**src/rtl/cpu_defs.sv**
```systemverilog
// Shared types for the CPU memory subsystem: arbiter FSM states, requester ids
// and the request payload forwarded to the external memory port.
package cpu_defs;

  localparam int unsigned MEM_ADDR_W = 32;
  localparam int unsigned MEM_LEN_W  = 4;

  typedef enum logic [2:0] {
    IDLE,
    ADDR,
    RDATA,
    WDATA,
    WRESP
  } mem_arb_state_t;

  localparam logic MEM_ARB_INST = 1'b0;
  localparam logic MEM_ARB_DATA = 1'b1;

  typedef struct packed {
    logic [MEM_ADDR_W-1:0] addr;
    logic [MEM_LEN_W-1:0]  len;
    logic                  write;
  } mem_req_t;

endpackage

```
**src/rtl/mem_arb_pick.sv**
```systemverilog
// Winner selection for the memory arbiter: data has priority over inst unless
// inst has been passed over STARVE_LIMIT consecutive times.
module mem_arb_pick
  import cpu_defs::*;
#(
  parameter int unsigned STARVE_LIMIT = 4
) (
  input  logic clk,
  input  logic rst,
  input  logic idle_i,
  input  logic i_req_valid_i,
  input  logic d_req_valid_i,
  output logic grant_valid,
  output logic grant_id
);

  localparam int unsigned CNT_W = $clog2(STARVE_LIMIT + 1);

  logic [CNT_W-1:0] starve_q, starve_d;
  logic             starved;

  always_comb begin
    starved     = (starve_q == CNT_W'(STARVE_LIMIT));
    grant_valid = idle_i && (i_req_valid_i || d_req_valid_i);
    grant_id    = MEM_ARB_INST;
    starve_d    = starve_q;
    if (d_req_valid_i && !(i_req_valid_i && starved)) begin
      grant_id = MEM_ARB_DATA;
    end
    // Count only data grants that bypass a waiting inst request.
    if (idle_i) begin
      if (!i_req_valid_i || (grant_valid && grant_id == MEM_ARB_INST)) begin
        starve_d = '0;
      end else if (grant_valid && !starved) begin
        starve_d = starve_q + CNT_W'(1);
      end
    end
  end

  always_ff @(posedge clk) begin
    if (rst) begin
      starve_q <= '0;
    end else begin
      starve_q <= starve_d;
    end
  end

endmodule

```
**src/rtl/mem_arbiter.sv**
```systemverilog
// Two-requester arbiter sharing the external memory port between instruction
// fetch (reads) and data (reads/writes); each grant owns the port to completion.
module mem_arbiter
  import cpu_defs::*;
#(
  parameter int unsigned ADDR_WIDTH   = MEM_ADDR_W,
  parameter int unsigned DATA_WIDTH   = 32,
  parameter int unsigned LEN_WIDTH    = MEM_LEN_W,
  parameter int unsigned STARVE_LIMIT = 4
) (
  input  logic                  clk,
  input  logic                  rst,
  input  logic                  i_req_valid,
  output logic                  i_req_ready,
  input  logic [ADDR_WIDTH-1:0] i_req_addr,
  input  logic [LEN_WIDTH-1:0]  i_req_len,
  output logic                  i_rvalid,
  output logic                  i_rlast,
  output logic [DATA_WIDTH-1:0] i_rdata,
  input  logic                  d_req_valid,
  output logic                  d_req_ready,
  input  logic [ADDR_WIDTH-1:0] d_req_addr,
  input  logic [LEN_WIDTH-1:0]  d_req_len,
  input  logic                  d_req_write,
  output logic                  d_rvalid,
  output logic                  d_rlast,
  output logic [DATA_WIDTH-1:0] d_rdata,
  input  logic                  d_wvalid,
  input  logic                  d_wlast,
  output logic                  d_wready,
  input  logic [DATA_WIDTH-1:0] d_wdata,
  output logic                  d_bvalid,
  output logic                  mem_req_valid,
  input  logic                  mem_req_ready,
  output logic [ADDR_WIDTH-1:0] mem_req_addr,
  output logic [LEN_WIDTH-1:0]  mem_req_len,
  output logic                  mem_req_write,
  input  logic                  mem_rvalid,
  input  logic                  mem_rlast,
  input  logic [DATA_WIDTH-1:0] mem_rdata,
  output logic                  mem_wvalid,
  output logic                  mem_wlast,
  output logic [DATA_WIDTH-1:0] mem_wdata,
  input  logic                  mem_wready,
  input  logic                  mem_bvalid
);

  mem_arb_state_t state_q, state_d;
  logic           owner_q, owner_d;
  logic           grant_valid, grant_id;
  mem_req_t       req;

  mem_arb_pick #(
    .STARVE_LIMIT(STARVE_LIMIT)
  ) u_pick (
    .clk          (clk),
    .rst          (rst),
    .idle_i       ((state_q == IDLE) && !rst),
    .i_req_valid_i(i_req_valid),
    .d_req_valid_i(d_req_valid),
    .grant_valid  (grant_valid),
    .grant_id     (grant_id)
  );

  // Request fields of the current owner; inst never writes.
  always_comb begin
    if (owner_q == MEM_ARB_DATA) begin
      req = '{addr: MEM_ADDR_W'(d_req_addr), len: MEM_LEN_W'(d_req_len), write: d_req_write};
    end else begin
      req = '{addr: MEM_ADDR_W'(i_req_addr), len: MEM_LEN_W'(i_req_len), write: 1'b0};
    end
  end

  always_comb begin
    state_d       = state_q;
    owner_d       = owner_q;
    i_req_ready   = 1'b0;
    i_rvalid      = 1'b0;
    i_rlast       = 1'b0;
    i_rdata       = '0;
    d_req_ready   = 1'b0;
    d_rvalid      = 1'b0;
    d_rlast       = 1'b0;
    d_rdata       = '0;
    d_wready      = 1'b0;
    d_bvalid      = 1'b0;
    mem_req_valid = 1'b0;
    mem_req_addr  = '0;
    mem_req_len   = '0;
    mem_req_write = 1'b0;
    mem_wvalid    = 1'b0;
    mem_wlast     = 1'b0;
    mem_wdata     = '0;
    // Everything reads as zero while reset is held, whatever the state.
    if (!rst) begin
      case (state_q)
        IDLE: begin
          if (grant_valid) begin
            owner_d = grant_id;
            state_d = ADDR;
          end
        end
        ADDR: begin
          mem_req_valid = 1'b1;
          mem_req_addr  = ADDR_WIDTH'(req.addr);
          mem_req_len   = LEN_WIDTH'(req.len);
          mem_req_write = req.write;
          d_req_ready   = (owner_q == MEM_ARB_DATA) && mem_req_ready;
          i_req_ready   = (owner_q == MEM_ARB_INST) && mem_req_ready;
          if (mem_req_ready) begin
            state_d = req.write ? WDATA : RDATA;
          end
        end
        RDATA: begin
          if (owner_q == MEM_ARB_DATA) begin
            d_rvalid = mem_rvalid;
            d_rdata  = mem_rdata;
            d_rlast  = mem_rlast;
          end else begin
            i_rvalid = mem_rvalid;
            i_rdata  = mem_rdata;
            i_rlast  = mem_rlast;
          end
          if (mem_rvalid && mem_rlast) begin
            state_d = IDLE;
          end
        end
        WDATA: begin
          mem_wvalid = d_wvalid;
          mem_wdata  = d_wdata;
          mem_wlast  = d_wlast;
          d_wready   = mem_wready;
          if (d_wvalid && mem_wready && d_wlast) begin
            state_d = WRESP;
          end
        end
        WRESP: begin
          d_bvalid = mem_bvalid;
          if (mem_bvalid) begin
            state_d = IDLE;
          end
        end
        default: state_d = IDLE;
      endcase
    end
  end

  always_ff @(posedge clk) begin
    if (rst) begin
      state_q <= IDLE;
      owner_q <= MEM_ARB_INST;
    end else begin
      state_q <= state_d;
      owner_q <= owner_d;
    end
  end

endmodule

```
**config.mk**
```make
export PLATFORM = sky130hd
export DESIGN_NAME = mem_arbiter
export DESIGN_NICKNAME = d
export VERILOG_FILES = /design/src/rtl/cpu_defs.sv /design/src/rtl/mem_arb_pick.sv /design/src/rtl/mem_arbiter.sv
export SDC_FILE = /design/constraint.sdc
export NUM_CORES = 1
export LEC_CHECK = 0
export CORE_AREA = 2 2 113 115
export DETAILED_ROUTE_END_ITERATION = 6
export DIE_AREA = 0 0 115 117
export GPL_TIMING_DRIVEN = 0
export HOLD_SLACK_MARGIN = 0.15
export PLACE_DENSITY = 0.67
export RECOVER_POWER = 25
export SYNTH_ARGS = -nofsm -noshare
export SYNTH_HDL_FRONTEND = slang
export SYNTH_SLANG_ARGS = --single-unit
```
**constraint.sdc**
```tcl
create_clock -name clk -period 2 [get_ports clk]
set_input_delay 0.2 -clock clk [delete_from_list [all_inputs] [get_ports clk]]
set_output_delay 0.2 -clock clk [all_outputs]
set_load 0.01 [all_outputs]
```
Word level (Yosys, flattened, before mapping)
Index checks and enable logic that the tools add are counted.

Add/sub/neg operators: 1. Equality and inequality tests: 10. Reduce and logical (&&, ||, !) cells: 22. Multiplexer cells: 51. Bitwise gates (word level): 2.

Operator list (number): $mux 32 (10); $mux 37 (1); $mux 1 (30); $mux 3 (7); $pmux 3 s5 (1); $logic_and 1x1->1 (11); $ne 2x2->1 const B (5); $mux 4 (2); $eq 3x2->1 const B (2); $eq 3x3->1 const B (2); $reduce_and 5->1 (1); $logic_not 1->1 (4); $reduce_and 2->1 (2); $add 3x1->3 const B (1); $eq 3x1->1 const B (1); $logic_not 3->1 (1); $logic_or 1x1->1 (2); $not 1->1 (2); $reduce_bool 2->1 (1).

Bits of input ports: 148. Register bits after elaboration: 7. Logic and storage cells: 89.

Logic depth before layout (Yosys ltp)
Depth in word-level cells: 10. Mapped depth: 7.

Modules after synthesis
Synthesis repeated with hierarchy kept, for this count alone.

Cell total of the unflattened synthesis: 258. Area total of the unflattened synthesis: 1810.5 sq um.

Modules (own cells, without submodules): mem_arbiter (area an instance 1620.3 sq um, cells an instance 237, times used 1); mem_arb_pick (area an instance 190.2 sq um, cells an instance 21, times used 1).

Worst setup path before layout
Ideal clock, no wire load.

Path type: register to output. Start: reg state_q[1]. End: out d_rdata[10]. Path slack: 0.537 ns. Data required time: 1.800 ns. Data arrival time: 1.263 ns. Cell stages (with the launch flop): 6. Cell sequence: dfxtp_1 buf_2 nand2_2 nor4b_4 clkbuf_1 and2_1.

Word-level cells in the longest chain between the ends: 3.

RTL lines: from (decl) (line mem_arbiter.sv:48) `mem_arb_state_t state_q, state_d;`; from (signal assigned) (line mem_arbiter.sv:153) `state_q <= state_d;`; $eq 3x2->1 (line mem_arbiter.sv:96) `case (state_q)`; $mux 32 (line mem_arbiter.sv:96); $mux 32 (line mem_arbiter.sv:95) `if (!rst) begin`; to (decl) (line mem_arbiter.sv:27) `output logic [DATA_WIDTH-1:0] d_rdata,`.

No other way between the ends.

Final worst setup path
Start: reg state_q[0]. End: out mem_wdata[0].

Word-level cells in the longest chain between the ends: 3.

RTL lines: $eq 3x2->1 (line mem_arbiter.sv:96); $mux 32 (line mem_arbiter.sv:96); $mux 32 (line mem_arbiter.sv:95); to (decl) (line mem_arbiter.sv:43) `output logic [DATA_WIDTH-1:0] mem_wdata,`.

No other way between the ends.

==> flow_summary.json <==
{
  "ys_warn_count": 0,
  "rsz0062_at_grt": "yes",
  "seqPwrFrac_pct": 9.3,
  "finalPower_mw": 1.868,
  "drtIter0Drc": 104,
  "track_usage_pct": 13.45,
  "path_class": "reg2out",
  "busiest_layer": "met2",
  "dp.cells": 695,
  "firstDrtPassIters": 4,
  "drv_cap": 0,
  "mostFrequentLayoutCell": "clkdlybuf4s50_1",
  "combPwrFrac_pct": 71.9,
  "grt.overflow.total": 0,
  "post_route_cells_drive_above_1_share_pct": 12.70,
  "clockPowerShare_pct": 18.8,
  "endpoint_kind": "output port",
  "setup_tns_ps": 0,
  "status": "finished, final reports clean",
  "finalWirelength_um": 10340,
  "syn_inst": 254,
  "synth.area.top_cells": "and2_1 37%, mux2i_1 22%, nor2_1 9.1%, dfxtp_1 8.1%, clkbuf_1 2.2%",
  "ios": 292,
  "grt_pass1_wl_um": 14310,
  "via_per_inst": 4.048,
  "ys_seq_area_share_pct": 8.069,
  "layout_min_cycle_time_ps": 1971,
  "ir_worst_vdd_v": 0.0002736,
  "fp.dieW_um": 115,
  "power.internal_mw": 1.174,
  "instances_no_fill": 709,
  "wl_per_cell_um": 14.58,
  "die_area_mm2": 0.01346,
  "crit_path_start_kind": "flip-flop",
  "power_density_mw_per_mm2": 379.2,
  "clk-insertion-delay-late_ps": 240,
  "fmax_mhz": 507.5,
  "htreeDepth": 1,
  "numClockSinks": 7,
  "period_share_pct": 98.53,
  "antenna_found_initial": 0,
  "fillers": 1293,
  "yosys.area.top_type": "and2_1",
  "cts_inserted_buffers": 3,
  "tritoncts": "yes",
  "diodes": 0,
  "layout_common_cells": "149 x clkdlybuf4s50_1, 100 x and2_1, 74 x dlygate4sd2_1, 41 x nor2_1, 38 x mux2i_1",
  "core_mm2": 0.01231,
  "tightestPinTransition_ps": 402.2,
  "avgSynthCellArea_um2": 6.837,
  "use_met3_pct": 2.523,
  "place_hpwl_um": 8865,
  "ant_nets": 0,
  "syn_to_final_growth_pct": 183.6,
  "final-hold-violation-count": 0,
  "vias": 2870,
  "nets": 710,
  "die_height_um": 117,
  "cts_buffer_depth": 2,
  "root_buffer": "clkbuf_16",
  "crit_fanout": 9,
  "grt_util_met1_pct": 16.14,
  "ys_types": 35,
  "setup_viol": 0,
  "start_util_pct": 14.11,
  "drc": 0,
  "rows": 41,
  "reg2reg_depth": 6,
  "gp_congestion": 0.8538,
  "p_leak_nw": 2.630,
  "netSwitchingPower_mw": 0.6935,
  "grt_pass1_vias": 2751,
  "netlist_area_mm2": 0.001737,
  "path_clk_slew_ps": 40,
  "relSlewSlack_pct": 72.49,
  "synthDominantCellAreaShare_pct": 37.10,
  "ys_ff_latch": 7,
  "required_ps": 1800,
  "crit_arrival_ps": 1770,
  "hold_class": "in2reg",
  "met2_usage_pct": 25.25,
  "grt_max_degree": 11,
  "io_buffers": 291,
  "switching_share_pct": 37.13,
  "skew_ps": 2.309,
  "syn_nets": 404,
  "hold-path-cell-count": 2,
  "finalMaxSlewViolations": 0
}
## area by class of cell
type | instances | area (µm²) | area share (%)
Tap cell | 150 | 187.7 | 3.811
Timing Repair Buffer | 301 | 2804 | 56.94
Clock buffer | 4 | 78.83 | 1.601
Inverter | 7 | 26.28 | 0.5335
Multi-Input combinational cell | 218 | 1473 | 29.90
Buffer | 22 | 215.2 | 4.370
Sequential cell | 7 | 140.1 | 2.846
## layer usage
| layer | vias up | part of all wire (%) |
|---|---|---|
| met1 | 1299 | 38 |
| li1 | 1433 | - |
| met3 | 8 | 7.7 |
| met2 | 130 | 54 |
| met4 | 0 | 0.72 |
| met5 | - | 0 |
## sequential cells by signal (all words and copies together) (netlist names)
name             flops
owner_q              1
state_q              3
u_pick.starve_q      3
## power groups by stage
stage / combinational (mW) / clock (mW) / sequential (mW)
2_1_floorplan: 0.641 / 0 / 0.170
3_3_place_gp: 1.37 / 0 / 0.171
3_5_place_dp: 1.39 / 0 / 0.172
5_1_grt: 1.46 / 0.360 / 0.176
4_1_cts: 1.37 / 0.357 / 0.171
6_report: 1.34 / 0.351 / 0.174
## cells in the mapped netlist, drive strengths merged
library cell and n:
a2111oi 1, a211oi 2, a21oi 1, a22oi 1
a31oi 1, a32o 1, a32oi 1, and2 103
and3 2, buf 11, clkbuf 11, dfxtp 7
ha 2, inv 7, mux2 1, mux2i 38
nand2 7, nand3 2, nand3b 1, nand4 1
nor2 42, nor2b 1, nor3 2, nor4 1
nor4b 3, o2111ai 1, o21ai 2, or3 1
## cells by family after synthesis
family / Yosys count / synth area share, %
AOI/OAI and AO/OA: 11 / 5.332
DFF: 7 / 8.069
adders and majority gates: 2 / 1.441
muxes: 39 / 22.55
and+or+nand+nor: 166 / 55.12
buffers and inverters: 29 / 7.493
## critical path, stage by stage (launching register included)
cell	delay, ps
dfxtp_1	340
nor2b_2	180
and3_1	190
clkbuf_8	160
and2_1	120
clkdlybuf4s50_1	530
## final timing paths
path | from | to | slack [ps]
worst min register to register | u_pick.starve_q[2] | u_pick.starve_q[2] | 550
worst min-delay path | rst | owner_q | 470
worst max-delay path | state_q[0] | mem_wdata[0] | 30
worst max register to register | state_q[1] | u_pick.starve_q[2] | 280
## stage by stage
stage          cell area, µm²  hold WS (ps)  utilization [%]  setup slack (ps)
6_report                 4925         466.3            40.00             29.45
5_1_grt                  4925         493.4            40.00            -35.05
4_1_cts                  4950         457.8            40.20            -24.45
3_5_place_dp             4837         563.6            39.29            -898.9
3_3_place_gp             4837         518.9            39.29            -837.9
2_1_floorplan            1737         269.1                -             537.5
## what timing repair did
action	CTS	global route
hold buffers	0	0
buffers inserted	6	4
setup endpoints to repair	143	95
gates resized for setup	216	65
pin swaps	2	1
Note: power is estimated with default switching activity, not from simulation.
